## src/rtl/parallel_io_mm.sv

```systemverilog
// Memory-mapped parallel I/O: registered output channels, synchronised input
// channels, change flags (write-1-to-clear), a mask register and an interrupt line.
// Decodes the CPU data address and steers stores away from the RAM on I/O hits.
module parallel_io_mm #(
    parameter int unsigned        DATA_W      = 8,
    parameter int unsigned        ADDR_W      = 8,
    parameter int unsigned        N_OUT       = 2,
    parameter int unsigned        N_IN        = 2,
    parameter int unsigned        SYNC_STAGES = 2,
    parameter logic [ADDR_W-1:0]  BASE_OUT    = 8'hF0,
    parameter logic [ADDR_W-1:0]  BASE_IN     = 8'hF8,
    parameter logic [ADDR_W-1:0]  STAT_ADDR   = 8'hFE,
    parameter logic [DATA_W-1:0]  OUT_RESET   = '0
) (
    input  logic                    clk,
    input  logic                    rst,
    input  logic [ADDR_W-1:0]       address,
    input  logic [DATA_W-1:0]       wdata,
    input  logic                    we,
    input  logic [DATA_W-1:0]       mem_rdata,
    output logic [DATA_W-1:0]       rdata,
    output logic                    ram_wren,
    input  logic [N_IN*DATA_W-1:0]  pin_in,
    output logic [N_OUT*DATA_W-1:0] pin_out,
    output logic                    chg_irq
);

    // Address map in plain 32-bit arithmetic so range ends never wrap.
    localparam int unsigned OUT_LO    = 32'(BASE_OUT);
    localparam int unsigned OUT_HI    = OUT_LO + N_OUT;
    localparam int unsigned IN_LO     = 32'(BASE_IN);
    localparam int unsigned IN_HI     = IN_LO + N_IN;
    localparam int unsigned STAT_A    = 32'(STAT_ADDR);
    localparam int unsigned MASK_A    = STAT_A + 1;
    localparam int unsigned ADDR_SPAN = 32'(1) << ADDR_W;

    localparam bit OVERLAP =
        (OUT_LO < IN_HI && IN_LO < OUT_HI) ||
        (OUT_LO <= STAT_A && STAT_A < OUT_HI) || (OUT_LO <= MASK_A && MASK_A < OUT_HI) ||
        (IN_LO <= STAT_A && STAT_A < IN_HI) || (IN_LO <= MASK_A && MASK_A < IN_HI);

    if (N_OUT < 1 || N_OUT > 8) begin : g_bad_n_out
        $error("parallel_io_mm: N_OUT must be 1..8");
    end
    if (N_IN < 1 || N_IN > DATA_W) begin : g_bad_n_in
        $error("parallel_io_mm: N_IN must be 1..DATA_W");
    end
    if (SYNC_STAGES < 2 || SYNC_STAGES > 3) begin : g_bad_sync
        $error("parallel_io_mm: SYNC_STAGES must be 2..3");
    end
    if (OUT_HI > ADDR_SPAN || IN_HI > ADDR_SPAN || MASK_A >= ADDR_SPAN) begin : g_bad_fit
        $error("parallel_io_mm: I/O ranges must fit below 2^ADDR_W");
    end
    if (OVERLAP) begin : g_bad_overlap
        $error("parallel_io_mm: I/O address ranges overlap");
    end

    logic [31:0]                          addr_u;
    logic [N_OUT-1:0]                     out_sel;
    logic [N_IN-1:0]                      in_sel;
    logic                                 hit_out, hit_in, hit_stat, hit_mask, io;
    logic [SYNC_STAGES-1:0][N_IN*DATA_W-1:0] sync_q;
    logic [N_IN*DATA_W-1:0]               in_sync, in_prev_q;
    logic [N_IN-1:0]                      chg, clr, flag_q, flag_d, mask_q, mask_d;

    assign addr_u  = 32'(address);
    assign in_sync = sync_q[SYNC_STAGES-1];

    // Per-channel one-hot decode of the output and input windows.
    always_comb begin
        for (int i = 0; i < N_OUT; i++) out_sel[i] = (addr_u == OUT_LO + 32'(i));
        for (int i = 0; i < N_IN; i++)  in_sel[i]  = (addr_u == IN_LO + 32'(i));
    end

    assign hit_out  = |out_sel;
    assign hit_in   = |in_sel;
    assign hit_stat = (addr_u == STAT_A);
    assign hit_mask = (addr_u == MASK_A);
    assign io       = hit_out | hit_in | hit_stat | hit_mask;
    assign ram_wren = we & ~io;

    // Load data mux: I/O windows take priority over RAM data.
    always_comb begin
        rdata = mem_rdata;
        if (hit_out) begin
            rdata = '0;
            for (int i = 0; i < N_OUT; i++)
                if (out_sel[i]) rdata = pin_out[i*DATA_W +: DATA_W];
        end else if (hit_in) begin
            rdata = '0;
            for (int i = 0; i < N_IN; i++)
                if (in_sel[i]) rdata = in_sync[i*DATA_W +: DATA_W];
        end else if (hit_stat) begin
            rdata = DATA_W'(flag_q);
        end else if (hit_mask) begin
            rdata = DATA_W'(mask_q);
        end
    end

    // Output channel registers; only the addressed channel is loaded.
    always_ff @(posedge clk or posedge rst) begin
        if (rst) begin
            pin_out <= {N_OUT{OUT_RESET}};
        end else if (we) begin
            for (int i = 0; i < N_OUT; i++)
                if (out_sel[i]) pin_out[i*DATA_W +: DATA_W] <= wdata;
        end
    end

    // Input synchroniser chain plus one-cycle-old copy for change detection.
    always_ff @(posedge clk or posedge rst) begin
        if (rst) begin
            sync_q    <= '0;
            in_prev_q <= '0;
        end else begin
            sync_q[0] <= pin_in;
            for (int s = 1; s < SYNC_STAGES; s++) sync_q[s] <= sync_q[s-1];
            in_prev_q <= in_sync;
        end
    end

    // Flag/mask next state; a new change wins over a same-cycle clear.
    always_comb begin
        for (int i = 0; i < N_IN; i++)
            chg[i] = (in_sync[i*DATA_W +: DATA_W] != in_prev_q[i*DATA_W +: DATA_W]);
        clr    = (we && hit_stat) ? wdata[N_IN-1:0] : '0;
        flag_d = (flag_q & ~clr) | chg;
        mask_d = (we && hit_mask) ? wdata[N_IN-1:0] : mask_q;
    end

    // Status registers; the interrupt tracks the post-edge flag and mask.
    always_ff @(posedge clk or posedge rst) begin
        if (rst) begin
            flag_q  <= '0;
            mask_q  <= '0;
            chg_irq <= 1'b0;
        end else begin
            flag_q  <= flag_d;
            mask_q  <= mask_d;
            chg_irq <= |(flag_d & mask_d);
        end
    end

endmodule

```

## config.mk

```make
export PLATFORM = sky130hd
export DESIGN_NAME = parallel_io_mm
export DESIGN_NICKNAME = d
export VERILOG_FILES = /design/src/rtl/parallel_io_mm.sv
export SDC_FILE = /design/constraint.sdc
export NUM_CORES = 1
export LEC_CHECK = 0
export BUFFER_PORTS_ARGS = -buffer_cell sky130_fd_sc_hd__buf_4
export CAP_MARGIN = 20
export CELL_PAD_IN_SITES_DETAIL_PLACEMENT = 1
export CELL_PAD_IN_SITES_GLOBAL_PLACEMENT = 1
export CORE_MARGIN = 10
export CORE_UTILIZATION = 38
export CTS_CLUSTER_SIZE = 40
export DETAILED_ROUTE_END_ITERATION = 12
export HOLD_SLACK_MARGIN = 0.08
export PLACE_DENSITY_LB_ADDON = 0.1
export SYNTH_ARGS = -nofsm -noshare
export SYNTH_HDL_FRONTEND = slang
export SYNTH_SLANG_ARGS = --single-unit
```

## constraint.sdc

```tcl
create_clock -name clk -period 1.9 [get_ports clk]
set_input_delay 0.285 -clock clk [delete_from_list [all_inputs] [get_ports clk]]
set_output_delay 0.285 -clock clk [all_outputs]
set_load 0.05 [all_outputs]
```

==> metrics <==
total CTS buffers=9; Fmax=0.5237 GHz; I/O Buffers=68; Post-synth EDFFs=0; reg-to-reg setup timing slack=0.38 ns; ant diodes=0; vias per cell=4.889; first-pass GRT wire length=11620 um; post-synthesis sequential area ratio=0.6298; critical path startpoint category=flop; Slew HR=0.7432; max_cap viols=0; clk slew on worst S/H paths=0.08 ns; Hold Slack=0.1725 ns; Synth cell types=26; most frequent cell after synthesis=dfrtp_1; outcome=finished with violations; Crit. End Element=output pin; DIE HEIGHT=104.9 um; Antenna Nets Post-Route=0; Avg Cell Area, Syn=13.92 um2; Hold Startpoint=wdata[6]; Slew Viols, Final=0; Leak=1.766 nW; FF-to-FF End=chg_irq; TritonCTS clock tree=built; dpl ws=0.1273 ns; routability cong.=0.7975; Layout area overhead=40.07%; critical path peak fanout=2; Final WS setup=-0.009384 ns; IO Pins=69; asr flop ratio synth=1.000; crit path DAT=1.62 ns; pwr dens=882.8 nW/um2; layout cells sized above 1=0.4348; reg-to-reg startpoint=in_sync[1]; DRC=0; Seq cells post-synth=69; CTS max path bufs=2; post-route clock period utilization=1.005; Worst-Margin Slew=0.3838 ns; Total GRT Usage=0.1335; peak supply drop=0.0004864 V; vias in the first global route=2152; Vias=1931; clock latency on the worst-skew pair=0.35 ns; CTS sink count=69; Worst Skew=0.008827 ns; Min Clock Period, post-route=1.909 ns; Tot Pwr=3.390 mW; prevailing post-synth register cell=dfrtp_1; Hold EP=pin_out[6]; nets=337; Initial Util=0.3969; core box area=6907 um2; Synthesis Warnings=0; syn nets=240; WL/cell=17.76 um; Die W=104.9 um; Pre-antenna DRT Iters=4; Mapped Area=2741 um2; dpl hpwl=5051 um; WP data required=1.62 ns; Gate Count Post-Synth=197; initial antenna violation count=0; top cell type's share of synthesized area=0.6298; Hold Path Depth=2; critical path class=flop to output pin; largest net degree at the start of global routing=70; RSZ-0062 raised after global routing=yes; Min-Delay Path Class=input pin to flop; synth top area cells=dfrtp_1 (63%), mux2_2 (9.0%), xnor2_1 (5.1%); Die ar.=11010 um2; 1st-iter DRT viols=34; final hold viol count=0; commonest cells in the netlist=dfrtp_1 (69), mux2_2 (22), xnor2_1 (16); failing checks=setup timing; final-report setup violation count=1; Congestion Overflow GR=0; Yosys top cell by area=dfrtp_1; row count=30; number of fill cells in the layout=734; worst reg2reg path depth=5; H-tree depth=3; root buf cell=clkbuf_8; Detailed Route WL=7017 um
==> worst max path at each step <==
stage                     slack, ns  startpoint       end  depth (start not counted)
after CTS                     -0.05  in_sync[1]  rdata[1]                          5
after detailed placement       0.13  address[6]  rdata[7]                          7
final                        -0.009  in_sync[1]  rdata[1]                          5
after global routing          -0.09  in_sync[1]  rdata[1]                          5
after global placement         0.15  address[6]  rdata[4]                          7
after floorplan               -0.16  address[6]  rdata[0]                          5
==> state kept, by name, summed over array words and instances, names as in the netlist <==
signal     count
chg_irq        1
flag_q         2
in_prev_q     16
in_sync       16
mask_q         2
pin_out       16
sync_q        16
==> where the power goes <==
| part | leakage, nW | switching, mW | internal [mW] | total [mW] |
|---|---|---|---|---|
| logic | 0.817 | 0.265 | 0.214 | 0.479 |
| registers | 0.839 | 0.0454 | 1.54 | 1.59 |
| clock network | 0.111 | 0.575 | 0.751 | 1.33 |
==> logic make-up (layout without fill, tap and decap cells) <==
family                    Yosys count  after routing  synth area share
AOI/OAI and AO/OA                  29             29           0.07075
xor gates and xnor gates           16             16           0.05112
buffers and inverters              12            114           0.02738
DFF                                69             69            0.6299
muxes                              34             34            0.1378
and+or+nand+nor                    37             37           0.08307
==> cells in the final DEF (no fill, tap or decap), types with 3 or more instances in the layout <==
cell type / synthesis / routed
buf_4: 4 / 76
dfrtp_1: 69 / 69
mux2_2: 22 / 22
dlygate4sd3_1: 0 / 17
xnor2_1: 16 / 16
nand2_1: 10 / 10
mux2i_1: 10 / 10
clkbuf_8: 0 / 9
a21oi_2: 0 / 8
o221ai_1: 8 / 7
nand4_1: 6 / 6
nand4b_1: 6 / 6
a211o_1: 4 / 4
a21oi_1: 12 / 4
o21ai_0: 4 / 4
nor2b_1: 4 / 3
clkinv_4: 0 / 3
==> routing by layer <==
metal | wire, um | GRT usage | share of wire
met5 | 0 | 0 | 0
met4 | 112 | 0.05882 | 0.016
met3 | 337 | 0.04300 | 0.048
met2 | 3363 | 0.2082 | 0.48
met1 | 3204 | 0.1653 | 0.46
==> critical path, cell delays in order, from the launching register on <==
cell and delay, ns:
dfrtp_1 0.43, nor2b_4 0.15, a211o_1 0.24, a21oi_2 0.13, o221ai_1 0.13, buf_4 0.20
==> repair_timing <==
action | in CTS | in global routing
pin swaps | 5 | 1
setup buffers | 1 | 1
setup endpoints to repair | 2 | 2
hold endpoints to repair | 85 | 0
gates cloned | 0 | 0
hold buffers | 17 | 0
gates resized for setup | 5 | 1
==> stage by stage <==
stage	instances	cell area (um2)	utilization	TNS, ns
6_report	395	3840	0.5560	-0.009384
2_1_floorplan	197	2768	-	-0.3232
3_3_place_gp	360	3407	0.4933	0
3_5_place_dp	360	3407	0.4933	0
5_1_grt	395	3840	0.5560	-0.1637
4_1_cts	394	3829	0.5543	-0.07310
==> area by class of cell <==
| class | instances | area (um2) | area share |
|---|---|---|---|
| Tap cell | 96 | 120.1 | 0.03128 |
| Clock buffer | 10 | 127.6 | 0.03324 |
| Timing Repair Buffer | 95 | 772.0 | 0.2010 |
| Inverter | 3 | 15.01 | 0.003910 |
| Clock inverter | 6 | 95.09 | 0.02476 |
| Multi-Input combinational cell | 116 | 983.4 | 0.2561 |
| Sequential cell | 69 | 1727 | 0.4497 |
Note: power is estimated with default switching activity, not from simulation.
